### src/rtl/adc_scheduler.sv
// adc_scheduler: round-robin ADC channel scheduler with settle/convert timing and result handshake.
// Define ADC_SCHEDULER_AVG_EN to average four conversions per grant.
module adc_scheduler #(
  parameter int FINE_BITS     = 9,
  parameter int NUM_CH        = 3,
  parameter int SETTLE_CYCLES = 16,
  parameter int CONV_TIMEOUT  = 4096
) (
  input  logic               clk,
  input  logic               reset_n,
  input  logic [NUM_CH-1:0]  ch_req,
  output logic [1:0]         ch_sel,
  output logic               adc_reset,
  input  logic               adc_valid,
  input  logic [FINE_BITS:0] adc_data,
  output logic               res_valid,
  input  logic               res_ready,
  output logic [FINE_BITS:0] res_data,
  output logic [1:0]         res_ch,
  output logic               res_timeout,
  output logic               busy
);
  localparam int DW   = FINE_BITS + 1;
  localparam int CMAX = SETTLE_CYCLES > CONV_TIMEOUT ? SETTLE_CYCLES : CONV_TIMEOUT;
  localparam int CW   = $clog2(CMAX + 1);
  typedef enum logic [2:0] {IDLE, SELECT, SETTLE, CONVERT, DELIVER} state_t;
  state_t        state_q, state_d;
  logic [CW-1:0] cnt_q, cnt_d;
  logic [1:0]    last_q, last_d, ch_sel_q, ch_sel_d, res_ch_q, res_ch_d, win, idx;
  logic          adc_reset_q, adc_reset_d, res_valid_q, res_valid_d;
  logic          res_timeout_q, res_timeout_d, busy_q, busy_d;
  logic [DW-1:0] res_data_q, res_data_d;
`ifdef ADC_SCHEDULER_AVG_EN
  logic [1:0]    pass_q, pass_d;
  logic [DW+1:0] sum_q, sum_d;
`endif
  assign ch_sel      = ch_sel_q;
  assign adc_reset   = adc_reset_q;
  assign res_valid   = res_valid_q;
  assign res_data    = res_data_q;
  assign res_ch      = res_ch_q;
  assign res_timeout = res_timeout_q;
  assign busy        = busy_q;
  // Scan downward so the nearest requester after last_q is written last and wins.
  always_comb begin
    win = last_q;
    idx = '0;
    for (int k = NUM_CH; k >= 1; k--) begin
      idx = 2'((32'(last_q) + 32'(k)) % NUM_CH);
      if (ch_req[idx]) win = idx;
    end
  end
  always_comb begin
    state_d       = state_q;
    cnt_d         = cnt_q;
    last_d        = last_q;
    ch_sel_d      = ch_sel_q;
    res_ch_d      = res_ch_q;
    res_data_d    = res_data_q;
    res_timeout_d = res_timeout_q;
`ifdef ADC_SCHEDULER_AVG_EN
    pass_d        = pass_q;
    sum_d         = sum_q;
`endif
    case (state_q)
      IDLE: if (|ch_req) begin
        state_d  = SELECT;
        ch_sel_d = win;
`ifdef ADC_SCHEDULER_AVG_EN
        pass_d   = '0;
        sum_d    = '0;
`endif
      end
      SELECT: begin
        state_d = SETTLE;
        cnt_d   = '0;
      end
      SETTLE: if (cnt_q == CW'(SETTLE_CYCLES - 1)) begin
        state_d = CONVERT;
        cnt_d   = '0;
      end else cnt_d = cnt_q + 1'b1;
      CONVERT: if (adc_valid) begin
`ifdef ADC_SCHEDULER_AVG_EN
        sum_d = sum_q + {2'b00, adc_data};
        if (pass_q == 2'd3) begin
          state_d       = DELIVER;
          res_data_d    = sum_d[DW+1:2];
          res_timeout_d = 1'b0;
          res_ch_d      = ch_sel_q;
        end else begin
          state_d = SELECT;
          pass_d  = pass_q + 1'b1;
        end
`else
        state_d       = DELIVER;
        res_data_d    = adc_data;
        res_timeout_d = 1'b0;
        res_ch_d      = ch_sel_q;
`endif
      end else if (cnt_q == CW'(CONV_TIMEOUT - 1)) begin
        state_d       = DELIVER;
        res_data_d    = '0;
        res_timeout_d = 1'b1;
        res_ch_d      = ch_sel_q;
      end else cnt_d = cnt_q + 1'b1;
      DELIVER: if (res_ready) begin
        state_d = IDLE;
        last_d  = ch_sel_q;
      end
      default: state_d = IDLE;
    endcase
    adc_reset_d = state_d == SELECT;
    res_valid_d = state_d == DELIVER;
    busy_d      = state_d != IDLE;
  end
  always_ff @(posedge clk or negedge reset_n) begin
    if (!reset_n) begin
      state_q       <= IDLE;
      cnt_q         <= '0;
      last_q        <= 2'(NUM_CH - 1);
      ch_sel_q      <= '0;
      res_ch_q      <= '0;
      res_data_q    <= '0;
      res_timeout_q <= 1'b0;
      adc_reset_q   <= 1'b0;
      res_valid_q   <= 1'b0;
      busy_q        <= 1'b0;
`ifdef ADC_SCHEDULER_AVG_EN
      pass_q        <= '0;
      sum_q         <= '0;
`endif
    end else begin
      state_q       <= state_d;
      cnt_q         <= cnt_d;
      last_q        <= last_d;
      ch_sel_q      <= ch_sel_d;
      res_ch_q      <= res_ch_d;
      res_data_q    <= res_data_d;
      res_timeout_q <= res_timeout_d;
      adc_reset_q   <= adc_reset_d;
      res_valid_q   <= res_valid_d;
      busy_q        <= busy_d;
`ifdef ADC_SCHEDULER_AVG_EN
      pass_q        <= pass_d;
      sum_q         <= sum_d;
`endif
    end
  end
endmodule
### config.mk
export PLATFORM = sky130hd
export DESIGN_NAME = adc_scheduler
export DESIGN_NICKNAME = d
export VERILOG_FILES = /design/src/rtl/adc_scheduler.sv
export SDC_FILE = /design/constraint.sdc
export NUM_CORES = 1
export LEC_CHECK = 0
export CAP_MARGIN = 20
export CORE_UTILIZATION = 45
export DETAILED_ROUTE_END_ITERATION = 7
export PLACE_DENSITY = 0.71
export SYNTH_ARGS = -nofsm -noshare
export SYNTH_HDL_FRONTEND = slang
export SYNTH_SLANG_ARGS = --single-unit
### constraint.sdc
create_clock -name clk -period 3 [get_ports clk]
set_input_delay 0.6 -clock clk [delete_from_list [all_inputs] [get_ports clk]]
set_output_delay 0.6 -clock clk [all_outputs]
set_load 0.01 [all_outputs]
==> key figures <==
Outcome
  • Status: complete, no violations

Synthesis
  • Cell variety after synth: 42
  • Mapped Area: 1780 um^2
  • Mapped Avg Cell Area: 9.78 um^2
  • Sequential fraction of the synthesis area: 50.7%
  • Syn Inst Count: 182
  • Syn nets: 202
  • Synthesized flop and latch total: 36
  • Yosys warns: 0

STA
  • Fmax achieved: 0.424 GHz
  • Clock skew: 0.00348 ns
  • Minimum clock period: 2.36 ns
  • Post-Route Setup TNS: 0 ns
  • Crit share post-route: 78.6%
  • Slew headroom: 68.8%
  • RSZ-0062 raised after global routing: false
  • Final worst setup slack: 0.641 ns
  • Final hold slack: 0.504 ns
  • Fin. Hold Viols: 0
  • Setup-failing EPs final: 0
  • Slew Viols, Final: 0
  • Slew at the pin closest to its max-slew limit: 0.469 ns

Hold path
  • Worst Hold Class: flip-flop to flip-flop

Global routing
  • Initial antenna violation count: 0
  • First-pass GRT wire length: 6490 um
  • Largest net degree at the start of global routing: 37
  • Gr ovfl total: 0
  • Vias in the first global route: 1433
  • GRT Total Usage: 20.0%

Setup path
  • CP max-delay cell: or4_1
  • Worst Setup Start Kind: primary input
  • CP Capture Type: flip-flop
  • Critical-path maximum fanout: 15
  • Critical path class: primary input to flip-flop
  • Data arrival, critical path: 2.57 ns
  • CP Buf/Inv Count: 1
  • Worst path max stage delay: 0.55 ns
  • Critical path, cell by cell: clkdlybuf4s50_1 > and3_1 > or3_1 > a31o_1 > or4_1 > o21ai_1
  • Critical path required time: 3.21 ns
  • Crit-path leading delay family: simple AND/OR/NAND/NOR gates

Placed design
  • RePlAce Congestion: 0.846
  • Place WS: 0.363 ns
  • Detailed Place HPWL: 2850 um
  • PortBufs: 34

Clock network
  • CTS tree: yes
  • Clock buffer depth: 2
  • Resized Gates After CTS: 0
  • Clock-pin slew on the worst setup and hold paths: 0.07 ns
  • Post-CTS Setup Bufs: 0
  • Clk_lat worst skew: 0.28 ns
  • Num CTS Buffers: 5
  • Clock root buffer: clkbuf_8
  • Hold-fix buffers, CTS: 0
  • H-tree depth: 2
  • Sink Count: 36

Finish
  • Post-layout net count: 238
  • Ant. Diodes: 0
  • Layout cells sized above 1: 8.68%
  • P&R area growth vs syn: 27.1%
  • Fill count: 310

Flow run
  • Max Cap Viol: 0

Detailed routing
  • DR vias/cell: 5.70
  • Pre-antenna DRT Iters: 4
  • Final antenna-violating net count: 0
  • Routed WL per cell: 14.3 um
  • DR vias: 1522
  • Overall routed net length: 3820 um
  • Residual DRC: 0
  • Iter 0 DRT Violations: 136

Floorplan
  • Row count: 22
  • Die X: 64.9 um
  • Die ar.: 4210 um^2
  • Die Y: 64.9 um
  • I/O pin count: 35
  • Initial Util: 47.9%
  • Core area: 3720 um^2

Power and ir drop
  • Leakage: 0.964 nW
  • P per Cell Area: 941 nW/um^2
  • Worst vdd ir: 0.531 mV
[routing by layer]
| metal | global-route usage [%] | routed length [um] |
|---|---|---|
| met1 | 26.4 | 1780 |
| met2 | 32.3 | 1840 |
| met3 | 4.58 | 168 |
| met4 | 6.11 | 30 |
| met5 | 0 | 0 |
[synth_stat cells, drive strengths merged]
library cell / n / area, um^2
nor2b: 2 / 12.5
o221ai: 2 / 17.5
buf: 1 / 5.00
a31oi: 1 / 6.26
a21oi: 8 / 40.0
o41ai: 2 / 17.5
nand2: 14 / 55.1
a2bb2oi: 4 / 35.0
nand4: 6 / 37.5
clkbuf: 7 / 26.3
nor3b: 1 / 7.51
inv: 10 / 37.5
or2b: 1 / 7.51
o22ai: 4 / 25.0
and3: 5 / 31.3
nor2: 13 / 51.3
or3b: 1 / 8.76
a31o: 1 / 8.76
a21o: 2 / 15.0
nor4: 4 / 31.3
ha: 3 / 37.5
nor3: 1 / 5.00
nand2b: 2 / 12.5
a21boi: 1 / 7.51
dfrtp: 35 / 876
o21ai: 18 / 90.1
dfstp: 1 / 26.3
or4: 1 / 7.51
a221oi: 1 / 8.76
or3: 1 / 6.26
a22o: 11 / 96.3
nand3: 8 / 40.0
mux2: 4 / 45.0
o31ai: 2 / 15.0
and2: 1 / 6.26
or2: 1 / 6.26
mux2i: 1 / 10.0
nand3b: 1 / 7.51
[path summary, 6_finish.rpt]
kind	from	to	slack [ns]	cells after the start
max	adc_valid	cnt_q[11]	0.64	6
min	res_data[2]	res_data[2]	0.50	1
max reg2reg	cnt_q[0]	cnt_q[2]	0.80	7
min reg2reg	res_data[2]	res_data[2]	0.50	1
max in group asynchronous	reset_n	last_q[1]	1.92	2
min in group asynchronous	reset_n	res_data[6]	0.74	2
[state kept, by name (all words and copies together) (netlist names)]
name,count
busy,1
res_data,10
ch_sel,2
res_ch,2
state_q,3
res_valid,1
last_q,2
cnt_q,13
adc_reset,1
res_timeout,1
[layout by cell type (no fill, tap or decap), drive strengths merged, types with 5 or more instances in the layout]
cell / count
a21oi: 8
nand4: 6
nand2: 14
nor2: 13
clkdlybuf4s50: 34
o21ai: 18
clkbuf: 8
inv: 10
and3: 5
a22o: 11
dfrtp: 35
nand3: 8
[final cells by class]
type	count	area, um^2	share of cell area (%)
flip-flops and latches	36	902	39.9
multi-input cells	128	810	35.8
well taps	48	60.1	2.65
clock buffers	8	90.1	3.98
repair buffers	37	363	16.0
inverters	10	37.5	1.66
[power by group]
part	internal, mW	switching [mW]
Combinational	0.492	0.491
Clock	0.187	0.155
Sequential	0.663	0.139
[per-stage QoR]
| step | util [%] | cells | area [um^2] | total power, mW |
|---|---|---|---|---|
| 5_1_grt | 60.9 | 267 | 2260 | 2.28 |
| 3_5_place_dp | 58.5 | 259 | 2170 | 1.79 |
| 3_3_place_gp | 58.5 | 259 | 2170 | 1.75 |
| 4_1_cts | 60.9 | 267 | 2260 | 2.14 |
| 6_report | 60.9 | 267 | 2260 | 2.13 |
| 2_1_floorplan | - | 182 | 1780 | 1.39 |
[cells by family after synthesis]
| group | synth area share [%] |
|---|---|
| flip-flops | 50.7 |
| multiplexers | 3.09 |
| AND/OR/NAND/NOR | 18.8 |
| adder cells (fa/ha/maj) | 2.11 |
| AO/OA/AOI/OAI | 21.5 |
| buffers and inverters | 3.87 |
Note: power is estimated with default switching activity, not from simulation.
